**config.mk**
```make
export PLATFORM = sky130hd
export DESIGN_NAME = mult_div
export DESIGN_NICKNAME = d
export VERILOG_FILES = /design/src/rtl/mips_pkg.sv /design/src/rtl/mult_div.sv
export SDC_FILE = /design/constraint.sdc
export NUM_CORES = 1
export LEC_CHECK = 0
export ABC_AREA = 1
export CORE_ASPECT_RATIO = 1.75
export CORE_MARGIN = 4
export CORE_UTILIZATION = 40
export CTS_CLUSTER_SIZE = 24
export DETAILED_ROUTE_END_ITERATION = 7
export PLACE_DENSITY_LB_ADDON = 0.15
export SLEW_MARGIN = 20
export SYNTH_ARGS = -nofsm -noshare
export SYNTH_HDL_FRONTEND = slang
export SYNTH_SLANG_ARGS = --single-unit
```
**constraint.sdc**
```tcl
create_clock -name clk -period 6.2 [get_ports clk]
set_clock_uncertainty 0.15 [all_clocks]
set_input_delay 1.24 -clock clk [delete_from_list [all_inputs] [get_ports clk]]
set_output_delay 1.24 -clock clk [all_outputs]
set_load 0.1 [all_outputs]
```
**src/rtl/mips_pkg.sv**
```systemverilog
// Shared MIPS definitions: multiply/divide unit op encodings and FSM states.
// The control decoder reuses the op encodings for the MDU funct group.
package mips_pkg;

    typedef enum logic [2:0] {
        MDU_MULT  = 3'b000,
        MDU_MULTU = 3'b001,
        MDU_DIV   = 3'b010,
        MDU_DIVU  = 3'b011,
        MDU_MTHI  = 3'b100,
        MDU_MTLO  = 3'b101
    } mdu_op_t;

    typedef enum logic [1:0] {
        IDLE,
        CALC,
        FIX
    } mdu_state_t;

    function automatic logic mdu_is_signed(input logic [2:0] op);
        return (op == MDU_MULT) || (op == MDU_DIV);
    endfunction

    function automatic logic mdu_is_div(input logic [2:0] op);
        return (op == MDU_DIV) || (op == MDU_DIVU);
    endfunction

endpackage

```
**src/rtl/mult_div.sv**
```systemverilog
// Iterative MULT/MULTU/DIV/DIVU unit with architectural HI/LO registers.
// One shared 2*WIDTH shift register serves both shift-add and restoring divide.
module mult_div
    import mips_pkg::*;
#(
    parameter int WIDTH = 32
) (
    input  logic             clk,
    input  logic             rst,
    input  logic             start,
    input  logic [2:0]       op,
    input  logic [WIDTH-1:0] a,
    input  logic [WIDTH-1:0] b,
    output logic             busy,
    output logic             done,
    output logic [WIDTH-1:0] hi,
    output logic [WIDTH-1:0] lo
);

    localparam int CW = $clog2(WIDTH) + 1;

    mdu_state_t         state_q, state_d;
    logic [CW-1:0]      cnt_q, cnt_d;
    logic [2*WIDTH-1:0] acc_q, acc_d;
    logic [WIDTH-1:0]   opnd_q, opnd_d;  // multiplicand or divisor magnitude
    logic               is_div_q, is_div_d;
    logic               neg_res_q, neg_res_d;
    logic               neg_rem_q, neg_rem_d;
    logic [WIDTH-1:0]   hi_q, hi_d, lo_q, lo_d;
    logic               done_q, done_d;

    logic               op_signed;
    logic [WIDTH-1:0]   a_mag, b_mag;
    logic [WIDTH:0]     add_sum, rem_sh, sub_diff;
    logic [2*WIDTH-1:0] mul_next, div_next, prod_fix;
    logic [WIDTH-1:0]   quot_fix, rem_fix;

    // Datapath: one iteration step of each algorithm plus final sign fix-up.
    always_comb begin
        op_signed = mdu_is_signed(op);
        a_mag     = (op_signed && a[WIDTH-1]) ? -a : a;
        b_mag     = (op_signed && b[WIDTH-1]) ? -b : b;

        add_sum   = {1'b0, acc_q[2*WIDTH-1:WIDTH]} + (acc_q[0] ? {1'b0, opnd_q} : '0);
        mul_next  = {add_sum, acc_q[WIDTH-1:1]};

        // Borrow out of the trial subtraction means the shifted remainder is restored.
        rem_sh    = acc_q[2*WIDTH-1:WIDTH-1];
        sub_diff  = rem_sh - {1'b0, opnd_q};
        div_next  = sub_diff[WIDTH] ? {rem_sh[WIDTH-1:0], acc_q[WIDTH-2:0], 1'b0}
                                    : {sub_diff[WIDTH-1:0], acc_q[WIDTH-2:0], 1'b1};

        prod_fix  = neg_res_q ? -acc_q : acc_q;
        quot_fix  = neg_res_q ? -acc_q[WIDTH-1:0] : acc_q[WIDTH-1:0];
        rem_fix   = neg_rem_q ? -acc_q[2*WIDTH-1:WIDTH] : acc_q[2*WIDTH-1:WIDTH];
    end

    // NOTE: every next-state signal takes its hold value first so no path infers a latch.
    always_comb begin
        state_d   = state_q;
        cnt_d     = cnt_q;
        acc_d     = acc_q;
        opnd_d    = opnd_q;
        is_div_d  = is_div_q;
        neg_res_d = neg_res_q;
        neg_rem_d = neg_rem_q;
        hi_d      = hi_q;
        lo_d      = lo_q;
        done_d    = 1'b0;

        unique case (state_q)
            IDLE: begin
                if (start) begin
                    if (op[2] == 1'b0) begin
                        is_div_d  = mdu_is_div(op);
                        neg_res_d = op_signed && (a[WIDTH-1] ^ b[WIDTH-1]);
                        neg_rem_d = op_signed && mdu_is_div(op) && a[WIDTH-1];
                        acc_d     = mdu_is_div(op) ? {{WIDTH{1'b0}}, a_mag}
                                                   : {{WIDTH{1'b0}}, b_mag};
                        opnd_d    = mdu_is_div(op) ? b_mag : a_mag;
                        cnt_d     = '0;
                        state_d   = CALC;
                    end else if (op == MDU_MTHI) begin
                        hi_d = a;
                    end else if (op == MDU_MTLO) begin
                        lo_d = a;
                    end
                end
            end
            CALC: begin
                acc_d = is_div_q ? div_next : mul_next;
                cnt_d = cnt_q + CW'(1);
                if (cnt_q == CW'(WIDTH - 1)) begin
                    state_d = FIX;
                end
            end
            FIX: begin
                hi_d    = is_div_q ? rem_fix  : prod_fix[2*WIDTH-1:WIDTH];
                lo_d    = is_div_q ? quot_fix : prod_fix[WIDTH-1:0];
                done_d  = 1'b1;
                state_d = IDLE;
            end
            default: state_d = IDLE;
        endcase
    end

    // NOTE: sequential state uses non-blocking assignments so all registers update together.
    always_ff @(posedge clk) begin
        if (rst) begin
            state_q   <= IDLE;
            cnt_q     <= '0;
            acc_q     <= '0;
            opnd_q    <= '0;
            is_div_q  <= 1'b0;
            neg_res_q <= 1'b0;
            neg_rem_q <= 1'b0;
            hi_q      <= '0;
            lo_q      <= '0;
            done_q    <= 1'b0;
        end else begin
            state_q   <= state_d;
            cnt_q     <= cnt_d;
            acc_q     <= acc_d;
            opnd_q    <= opnd_d;
            is_div_q  <= is_div_d;
            neg_res_q <= neg_res_d;
            neg_rem_q <= neg_rem_d;
            hi_q      <= hi_d;
            lo_q      <= lo_d;
            done_q    <= done_d;
        end
    end

    assign busy = (state_q != IDLE);
    assign done = done_q;
    assign hi   = hi_q;
    assign lo   = lo_q;

endmodule

```
==> Word-level counts from Yosys, hierarchy flattened <==
Cells that the tools add are included.
{ "totals": {"reg_bits": 172, "latchBits": 0, "mem_bits_rw": 0, "rom_bits": 0, "output_inout_bits": 66, "word_cells": 83, "mem_count": 0} }
{ "classes": {"addsub": 8, "mul": 0, "n_div": 0, "n_lt_le_gt_ge": 0, "n_eq_ne": 14, "n_shift": 0, "n_mux": 32, "bitwise": 2, "n_reduce_logical": 17} }
{ "ops": {"columns": ["cell", "n"], "rows": [
  ["$mux 32", 16],
  ["$mux 64", 5],
  ["$neg 32->32", 4],
  ["$pmux 32 s2", 2],
  ["$pmux 64 s2", 1],
  ["$neg 64->64", 1],
  ["$add 32x32->33", 1],
  ["$sub 33x32->33", 1],
  ["$ne 2x2->1 const B", 7],
  ["$mux 6", 2],
  ["$pmux 6 s2", 1],
  ["$reduce_and 3->1", 3],
  ["$add 6x1->6 const B", 1],
  ["$eq 3x2->1 const B", 2],
  ["$eq 3x3->1 const B", 2],
  ["$eq 6x5->1 const B", 1],
  ["$mux 2", 3],
  ["$reduce_bool 2->1", 3],
  ["$logic_and 1x1->1", 5],
  ["$reduce_and 5->1", 1],
  ["$pmux 2 s2", 1],
  ["$reduce_and 4->1", 1],
  ["$logic_not 3->1", 1],
  ["$eq 2x1->1 const B", 1],
  ["6 further kinds", 7]
]} }

==> Logic depth before layout (Yosys ltp) <==
Gate-level depths: netlist (run 1).
{ "depth": {"ltp_word": 8, "mapped_depth": 20} }

==> Worst setup path after synthesis (run 1) <==
Ideal clock, no wire load.
{ "synth_path": {"path_type": "in2reg", "start": "in a[1]", "end": "reg opnd_q[30]", "arrival_time_ns": 2.624, "t_required_ns": 5.993, "setup_slack_ns": 3.370, "cell_stages": 12, "path_buffers": 0, "path_cell_list": "inv_1 -> ha_1 -> nand3_1 -> nor3_2 -> nand2_1 -> o21ai_1 -> nand3_1 -> nand2_1 -> nand2_1 -> o211ai_1 -> nand2_1 -> inv_1"} }
{ "synth_between": {"elab_chain_len": 3} }
{ "synth_rtl": {"columns": ["item", "line_no", "source"], "rows": [
  ["from (decl)", "mult_div.sv:12", "input logic [WIDTH-1:0] a,"],
  ["$neg 32->32", "mult_div.sv:41", "a_mag = (op_signed && a[WIDTH-1]) ? -a : a;"],
  ["$mux 32", "mult_div.sv:41", null],
  ["$mux 32", "mult_div.sv:80", "opnd_d = mdu_is_div(op) ? b_mag : a_mag;"],
  ["to (signal assigned)", "mult_div.sv:124", "opnd_q <= opnd_d;"],
  ["to (decl)", "mult_div.sv:25", "logic [WIDTH-1:0] opnd_q, opnd_d;"]
]} }
Every way passes these cells.
A chain may end at the register's enable or synchronous reset.

==> Worst setup path in the final report (run 1) <==
{ "layout_path": {"start": "in op[1]", "end": "reg acc_q[24]"} }
{ "layout_between": {"elab_chain_len": 8} }
{ "layout_rtl": {"columns": ["item", "line_no", "source"], "rows": [
  ["from (decl)", "mult_div.sv:11", "input logic [2:0] op,"],
  ["$eq 3x2->1 or $logic_not 3->1 (tied branches)", "mips_pkg.sv:21, mips_pkg.sv:25", null],
  ["$logic_or 1x1->1", "mips_pkg.sv:21", "return (op == MDU_MULT) || (op == MDU_DIV);"],
  ["$logic_and 1x1->1 (on tied branches)", "mult_div.sv:42, mult_div.sv:41", null],
  ["$mux 32 (on tied branches)", "mult_div.sv:42, mult_div.sv:41", null],
  ["$mux 32 *", "mult_div.sv:78", "acc_d = mdu_is_div(op) ? {{WIDTH{1'b0}}, a_mag}"],
  ["$mux 64 *", "mult_div.sv:74", "if (op[2] == 1'b0) begin"],
  ["$mux 64 *", "mult_div.sv:73", "if (start) begin"],
  ["$pmux 64 s2 *", "mult_div.sv:71", "unique case (state_q)"],
  ["to (signal assigned)", "mult_div.sv:112", "acc_q <= '0;"],
  ["to (signal assigned)", "mult_div.sv:123", "acc_q <= acc_d;"],
  ["to (decl)", "mult_div.sv:24", "logic [2*WIDTH-1:0] acc_q, acc_d;"]
]} }
Mark *: on every way between the ends. The rest lies on a longest branch, timed or not. The select of a mux whose other input is x is not followed.

==> out/qor.tcl, run 1 <==
set qor(crit_slowest_cell) {sky130_fd_sc_hd__clkdlybuf4s50_1}
set qor(grt_overflow) 0
set qor(synthCells) 3223
set qor(wl_per_cell_um) 25.1
set qor(final_max_slew_viol_count) 0
set qor(synthesized_nets) 3364
set qor(h-tree-depth) 4
set qor(grt_usage) 0.389
set qor(synthArstFlopShare) 0
set qor(cts_buffers) 17
set qor(buffer_ports.inserted) 135
set qor(area_of_the_multi_input_gates_um2) 11900
set qor(tritoncts) {built}
set qor(area.sequential_um2) 3440
set qor(die_w_um) 167
set qor(cts_sinks) 172
set qor(critPathMaxFanout) 41
set qor(area_delta_synth_final_pct) 13.8
set qor(path_clk_slew_ns) 0.09
set qor(r2r_slack_ns) 2.21
set qor(dominantRegCellSynth) {sky130_fd_sc_hd__dfxtp_1}
set qor(postPlaceCellArea_um2) 19500
set qor(yosys.area.top_type) {sky130_fd_sc_hd__dfxtp_1}
set qor(final.period_utilization) 0.651
set qor(start_util) 0.406
set qor(cell_pwr_density_nw_per_um2) 212
set qor(period_needed_ns) 4.03
set qor(yosys.cell_count.top_type) {sky130_fd_sc_hd__nand2_1}
set qor(fin_hold_ws_ns) 0.342
set qor(grt_antenna_before_repair) 0
set qor(viasPerCell) 5.82
set qor(timing.critical_path.cells) {clkdlybuf4s50_1 > inv_2 > nor2_2 > buf_4 > nand2_1 > nand2_2 > nand2_2 > inv_2 > nand2_1 > nand2_1 > a21oi_1 > or2_1 > nand3_1 > nand3_1 > a21oi_1}
set qor(post_cts_setup_buffer_count) 0
set qor(critical_path.most_common_cell) {sky130_fd_sc_hd__nand2_1}
set qor(tightestPinTransition_ns) 1.03
set qor(yosys_warnings) 0
set qor(slowest_delay_ns) 0.56
set qor(netlist.area_leader.share) 0.195
set qor(critPathLaunchType) {primary input}
set qor(insertedDiodeCount) 0
set qor(cts.hold.buffers_added) 0
set qor(synth-edff-count) 0
set qor(synth.top_cells.by_count) {877 x sky130_fd_sc_hd__nand2_1, 480 x sky130_fd_sc_hd__inv_1, 372 x sky130_fd_sc_hd__nor2_1}
set qor(min_path_type) {flip-flop to flip-flop}
set qor(yosys-top-cells-area) {sky130_fd_sc_hd__dfxtp_1 19%, sky130_fd_sc_hd__nand2_1 19%, sky130_fd_sc_hd__inv_1 10%, sky130_fd_sc_hd__nand3_1 9.5%, sky130_fd_sc_hd__nor2_1 7.9%}
set qor(drv_cap) 0
set qor(drcViolationCount) 1
set qor(rsz0062_at_grt) {false}
set qor(drive_gt1_frac) 0.0367
set qor(worstPathArrival_ns) 4.30
set qor(fp-row-count) 101
set qor(dieHeight_um) 286
set qor(end_kind) {flip-flop}
set qor(post-route-cell-area_um2) 20100
set qor(total_leakage_power_nw) 10.0
set qor(final_nets) 3429
set qor(place_hpwl_um) 78000
set qor(timing.final.hold_violations) 0
set qor(boundaryPins) 136
set qor(failed_checks) {design-rule violations}
set qor(ys_seq_area_frac) 0.195
set qor(detailedRoute.firstPassIterationCount) 8
set qor(worst_slew_margin_rel) 0.307
set qor(ant_nets) 0
set qor(worst_ir_drop_vdd_mv) 0.149
set qor(postCtsResizedCells) 0
set qor(fmaxAchievable_mhz) 248
set qor(synth.ff_latch_count) 172
set qor(coreArea_um2) 43600
set qor(critPathKind) {primary input to flip-flop}
set qor(detail_route.wirelength_um) 97200
set qor(final-setup-viol-count) 0
set qor(num-fill-cells) 4870
set qor(global_route_wire_length_before_repair_um) 138000
set qor(die_area_um2) 47800
set qor(synth_area_um2) 17700
set qor(outcome) {finished with violations}
set qor(place_congestion) 1.07
set qor(clockBufferDepth) 2
set qor(setup_total_negative_slack_ns) 0
set qor(root_buffer) {sky130_fd_sc_hd__clkbuf_16}
set qor(syn-mean-instance-area_um2) 5.49
set qor(placedCellCount) 3835
set qor(drtIter0Drc) 2134
set qor(grt_start_max_net_pins) 82
set qor(critPathRequiredTime_ns) 6.47
set qor(yosysUniqueCellTypes) 56
set qor(clock_insertion_delay_worst_skew_ns) 0.48
set qor(finish.cell_count_without_fillers) 3867
set qor(vias_in_the_first_global_route) 21400
set qor(dr_total_vias) 22500
critical path, delay by kind of cell:
| kind | cells | cell delay (ns) |
|---|---|---|
| and+or+nand+nor | 9 | 1.36 |
| buffers and inverters | 4 | 1.48 |
| AOI/OAI and AO/OA | 2 | 0.20 |
flip-flops by register name, summed over array words and instances (netlist names):
signal     count
hi            32
acc_q         64
neg_res_q      1
neg_rem_q      1
state_q        2
is_div_q       1
cnt_q          6
lo            32
done           1
opnd_q        32
kinds of logic (layout without fill, tap and decap cells):
| group | Yosys count | after routing | synth area share |
|---|---|---|---|
| AND/OR/NAND/NOR | 1709 | 1709 | 0.408 |
| buffers and inverters | 612 | 690 | 0.132 |
| AO/OA/AOI/OAI | 600 | 600 | 0.185 |
| flip-flops | 172 | 172 | 0.195 |
| adder cells (fa/ha/maj) | 71 | 71 | 0.0511 |
| XOR/XNOR | 59 | 59 | 0.0292 |
cells in the final DEF (no fill, tap or decap), types with 4 or more instances in the layout:
master                            instances
sky130_fd_sc_hd__nor2_4                   5
sky130_fd_sc_hd__o21ai_1                  5
sky130_fd_sc_hd__nand2_4                  5
sky130_fd_sc_hd__nand2_2                  6
sky130_fd_sc_hd__or2_2                   12
sky130_fd_sc_hd__clkinv_8                 6
sky130_fd_sc_hd__o211ai_1                32
sky130_fd_sc_hd__nand2_1                877
sky130_fd_sc_hd__nor4_1                   6
sky130_fd_sc_hd__o21bai_1                13
sky130_fd_sc_hd__xnor2_1                  5
sky130_fd_sc_hd__xor2_1                  54
sky130_fd_sc_hd__a21o_1                   5
sky130_fd_sc_hd__nor2_2                   4
sky130_fd_sc_hd__clkdlybuf4s50_1        134
sky130_fd_sc_hd__o31ai_1                  5
sky130_fd_sc_hd__inv_1                  477
sky130_fd_sc_hd__clkbuf_16               17
sky130_fd_sc_hd__nand3_1                335
sky130_fd_sc_hd__a31oi_1                 30
sky130_fd_sc_hd__dfxtp_1                171
sky130_fd_sc_hd__o22ai_1                  8
sky130_fd_sc_hd__a21oi_1                225
sky130_fd_sc_hd__ha_1                    69
sky130_fd_sc_hd__nand4_1                 26
sky130_fd_sc_hd__inv_2                   14
sky130_fd_sc_hd__o21ai_0                256
sky130_fd_sc_hd__buf_4                   29
sky130_fd_sc_hd__o221ai_1                 4
sky130_fd_sc_hd__nor3_1                  36
sky130_fd_sc_hd__and2_1                   4
sky130_fd_sc_hd__nor2_1                 371
sky130_fd_sc_hd__nand3b_1                 9
sky130_fd_sc_hd__inv_6                    4
report_power, final:
group / internal [mW] / switching (mW)
sequential: 1.17 / 0.123
clock: 0.553 / 0.631
combinational: 0.487 / 1.29
final cells by class:
cell class                 instances  area share
inverter                         494      0.0922
tap                              566      0.0352
timing repair buffer             164      0.0778
clock inverter                    15     0.00952
clock buffer                      17      0.0212
multi-input combinational       2439       0.593
sequential                       172       0.171
final timing paths:
check,startpoint,to,cells after the start
worst min-delay path,cnt_q[3],cnt_q[3],2
worst min register to register,cnt_q[3],cnt_q[3],2
worst max-delay path,op[1],acc_q[24],15
worst max register to register,acc_q[0],acc_q[61],18
metrics by stage:
step	power (mW)	worst slack, ns	util
2_1_floorplan	2.44	3.37	-
3_3_place_gp	3.05	1.75	0.447
3_5_place_dp	3.05	1.71	0.447
4_1_cts	4.21	2.19	0.461
5_1_grt	4.42	1.93	0.461
6_report	4.26	2.17	0.461
layer usage:
| metal | routed length, µm | share of wire | GRT usage | vias to the layer above |
|---|---|---|---|---|
| li1 | - | - | - | 10500 |
| met1 | 31700 | 0.33 | 0.381 | 10400 |
| met2 | 48400 | 0.50 | 0.702 | 1152 |
| met3 | 5690 | 0.059 | 0.0486 | 402 |
| met4 | 11400 | 0.12 | 0.359 | 0 |
| met5 | 0 | 0 | 0 | - |
Note: power is estimated with default switching activity, not from simulation.
==> run 2, diff against run 1 <==
==> constraint.sdc (replaced) <==
create_clock -name clk -period 3.23 [get_ports clk]
set_clock_uncertainty 0.15 [all_clocks]
set_input_delay 0.646 -clock clk [delete_from_list [all_inputs] [get_ports clk]]
set_output_delay 0.646 -clock clk [all_outputs]
set_load 0.1 [all_outputs]
==> run 2 against run 1 <==
Against the previous run: hold slack got worse by 0.020 ns; the run now ends clean; largest cell class unchanged; core utilization increased by 2.6 points; power increased by 100%; routed wire length increased by 4.4%; cell area is 5.6% higher; highest routed layer is now met5; first-iteration DRC count grew 5.9%; clock power grew 91%.
==> out/qor.tcl, run 2 (synthesis gave the netlist of run 1 again) <==
set qor(critPathRequiredTime_ns) 3.47 ;# was 6.47 ns
set qor(cell_internal_pwr_mw) 4.43 ;# was 2.21 mW
set qor(drtIter0Drc) 2260 ;# was 2134
set qor(worst_ir_drop_vdd_mv) 0.293 ;# was 0.149 mV
set qor(viasPerCell) 5.77 ;# was 5.82
set qor(detailedRoute.firstPassIterationCount) 8 ;# unchanged
set qor(clockBufferDepth) 2 ;# unchanged
set qor(die_w_um) 167 ;# unchanged
set qor(place_worst_setup_slack_ns) -0.109 ;# was 1.71 ns
set qor(cts_sinks) 172 ;# unchanged
set qor(end_kind) {flip-flop} ;# unchanged
set qor(wl_met1_um) 32200 ;# was 31700 µm
set qor(fin_util) 0.487 ;# was 0.461
set qor(vias_in_the_first_global_route) 22500 ;# was 21400
set qor(largest_register_ffs) 64 ;# unchanged
set qor(clock_insertion_delay_worst_skew_ns) 0.48 ;# about the same
set qor(crit_slowest_cell) {sky130_fd_sc_hd__ha_1} ;# was sky130_fd_sc_hd__clkdlybuf4s50_1
set qor(timing.critical_path.cells) {buf_12 > buf_12 > nand2_1 > inv_1 > ha_1 > nand2_1 > nor2_1 > nand2_1 > nand2_1 > nand2_1 > nand2_1 > nand2_1 > a21oi_1 > nor2_1 > nor2_1 > nand2_1 > a21oi_1} ;# was clkdlybuf4s50_1 > inv_2 > nor2_2 > buf_4 > nand2_1 > nand2_2 > nand2_2 > inv_2 > nand2_1 > nand2_1 > a21oi_1 > or2_1 > nand3_1 > nand3_1 > a21oi_1
set qor(timing.final.ws_setup_ns) 0.0702 ;# was 2.17 ns
set qor(timing.final.hold_violations) 0 ;# unchanged
set qor(cts_buffers) 17 ;# unchanged
set qor(hold_path_startpoint) {cnt_q[5]} ;# was cnt_q[3]
set qor(max_flop_register) {acc_q} ;# unchanged
set qor(critical_path.reg2reg.endpoint) {acc_q[58]} ;# was acc_q[61]
set qor(final_max_slew_viol_count) 0 ;# unchanged
set qor(fp-row-count) 101 ;# unchanged
set qor(outcome) {finished, final reports clean} ;# was finished with violations
set qor(critPathMaxFanout) 27 ;# was 41
set qor(h-tree-depth) 4 ;# unchanged
set qor(r2r.worst_path.cells) 17 ;# was 18
set qor(dieHeight_um) 286 ;# unchanged
set qor(ant_nets) 0 ;# unchanged
set qor(rsz0062_at_grt) {true} ;# was false
set qor(period_needed_ns) 3.16
set qor(drv_cap) 0 ;# unchanged
set qor(worstHoldPathCells) 1 ;# was 2
set qor(area_delta_synth_final_pct) 20.1 ;# was 13.8%
set qor(cell_pwr_density_nw_per_um2) 400 ;# was 212 nW/µm²
set qor(min_path_type) {flip-flop to flip-flop} ;# unchanged
set qor(grt_usage) 0.410 ;# was 0.389
set qor(grt_overflow) 0 ;# unchanged
set qor(final-setup-viol-count) 0 ;# unchanged
set qor(share_seq_of_total_power) 0.287 ;# was 0.304
set qor(detail_route.wirelength_um) 101000 ;# was 97200 µm
set qor(dr_total_vias) 23200 ;# was 22500
set qor(critical_path.most_common_cell) {sky130_fd_sc_hd__nand2_1} ;# unchanged
set qor(buffer_ports.inserted) 135 ;# unchanged
set qor(start_util) 0.406 ;# unchanged
set qor(swShare) 0.479 ;# was 0.480
set qor(whs_endpoint) {cnt_q[5]} ;# was cnt_q[3]
set qor(reg_to_reg_start) {acc_q[0]} ;# unchanged
set qor(critical_path_depth) 17 ;# was 15
set qor(routed.top_layer) {met5} ;# was met4
set qor(total_switching_power_mw) 4.07 ;# was 2.04 mW
set qor(p_clk_frac) 0.265 ;# was 0.278
set qor(final_nets) 3580 ;# was 3429
set qor(fmaxAchievable_mhz) 316
set qor(cpLargestDelayFamily) {simple AND/OR/NAND/NOR gates} ;# was buffers and inverters
set qor(tritoncts) {built} ;# unchanged
set qor(root_buffer) {sky130_fd_sc_hd__clkbuf_16} ;# unchanged
set qor(path_clk_slew_ns) 0.08 ;# was 0.09 ns
set qor(critical_path_buf_inv_count) 3 ;# was 4
set qor(wl_met2_um) 49000 ;# was 48400 µm
set qor(worst_slew_margin_rel) 0.399 ;# was 0.307
set qor(die_area_um2) 47800 ;# unchanged
set qor(grt_start_max_net_pins) 123 ;# was 82
set qor(share_comb_of_total_power) 0.448 ;# was 0.417
set qor(leading_cell_type_in_the_layout_fill_and_taps_excluded) {sky130_fd_sc_hd__nand2_1} ;# unchanged
set qor(critPathKind) {flip-flop to flip-flop} ;# was primary input to flip-flop
set qor(drcViolationCount) 0 ;# was 1
set qor(cts.hold.buffers_added) 0 ;# unchanged
set qor(drive_gt1_frac) 0.103 ;# was 0.0367
set qor(slowest_delay_ns) 0.39 ;# was 0.56 ns
set qor(final.period_utilization) 0.978
set qor(met3_wirelength_um) 6550 ;# was 5690 µm
set qor(place_congestion) 1.13 ;# was 1.07
set qor(global_route_wire_length_before_repair_um) 146000 ;# was 138000 µm
set qor(num-fill-cells) 4867 ;# was 4870
set qor(tightestPinTransition_ns) 0.902 ;# was 1.03 ns
set qor(worstPathArrival_ns) 3.40 ;# was 4.30 ns
set qor(boundaryPins) 136 ;# unchanged
set qor(total_leakage_power_nw) 10.9 ;# was 10.0 nW
set qor(critPathLaunchType) {flip-flop} ;# was primary input
set qor(mostFrequentLayoutCells) {872 x sky130_fd_sc_hd__nand2_1, 476 x sky130_fd_sc_hd__inv_1, 371 x sky130_fd_sc_hd__nor2_1} ;# was 877 x sky130_fd_sc_hd__nand2_1, 477 x sky130_fd_sc_hd__inv_1, 371 x sky130_fd_sc_hd__nor2_1
set qor(r2r_slack_ns) 0.07 ;# was 2.21 ns
set qor(post-route-cell-area_um2) 21200 ;# was 20100 µm²
set qor(grt_antenna_before_repair) 2 ;# was 0
set qor(fin_hold_ws_ns) 0.322 ;# was 0.342 ns
set qor(postPlaceCellArea_um2) 20500 ;# was 19500 µm²
set qor(coreArea_um2) 43600 ;# unchanged
set qor(place_hpwl_um) 81800 ;# was 78000 µm
set qor(wl_per_cell_um) 25.2 ;# was 25.1 µm
-- run 2: cell types whose count changed in the layout (fill, tap and decap cells not counted), moves of 5 or more --
cell                              change
sky130_fd_sc_hd__nand2_2              +5
sky130_fd_sc_hd__dfxtp_2              +5
sky130_fd_sc_hd__nand2_1              -5
sky130_fd_sc_hd__dfxtp_1              -5
sky130_fd_sc_hd__buf_4              +208
sky130_fd_sc_hd__clkdlybuf4s50_1     -66
sky130_fd_sc_hd__buf_12               +9
-- run 2: layer usage --
metal,vias to the layer above,global-route usage
met5,-,0
met4,2,0.428
met3,510,0.0690
met2,1247,0.713
met1,10600,0.393
li1,10800,-
-- run 2: timing repair --
item | CTS | global route
setup buffers | 0 | 4
gates resized for setup | 0 | 20
setup endpoints to repair | 0 | 27
-- run 2: through the flow --
step	total power [mW]	setup TNS, ns	std cells
floorplan	4.69	0	3223
global placement	6.13	-0.0999	3982
detailed placement	6.14	-0.109	3982
CTS	8.36	0	4014
global route	8.83	-0.00166	4018
finish	8.50	0	4019
-- run 2: worst max path at each step --
| stage | from | endpoint |
|---|---|---|
| global route | acc_q[0] | acc_q[58] |
| CTS | opnd_q[27] | acc_q[43] |
| detailed placement | a[1] | opnd_q[28] |
| finish | acc_q[0] | acc_q[58] |
| global placement | a[1] | opnd_q[28] |
| floorplan | acc_q[31] | acc_q[55] |
-- run 2: power by group through the flow --
stage                     Sequential (mW)  Combinational (mW)  Clock [mW]
after floorplan                      2.74                1.95           0
after global placement               2.48                3.65           0
after detailed placement             2.48                3.66           0
after CTS                            2.43                3.68        2.25
after global routing                 2.45                4.07        2.32
final                                2.44                3.81        2.25
-- run 2: layout make-up --
cell class              count  area [µm²]  area share
repair buffers            315        2650       0.125
multi-input cells        2439       12000       0.563
diodes                      1        2.50    0.000118
clock buffers              17         425      0.0200
inverters                 494        1850      0.0873
clock inverters            15         189     0.00890
flip-flops and latches    172        3450       0.162
well taps                 566         708      0.0333
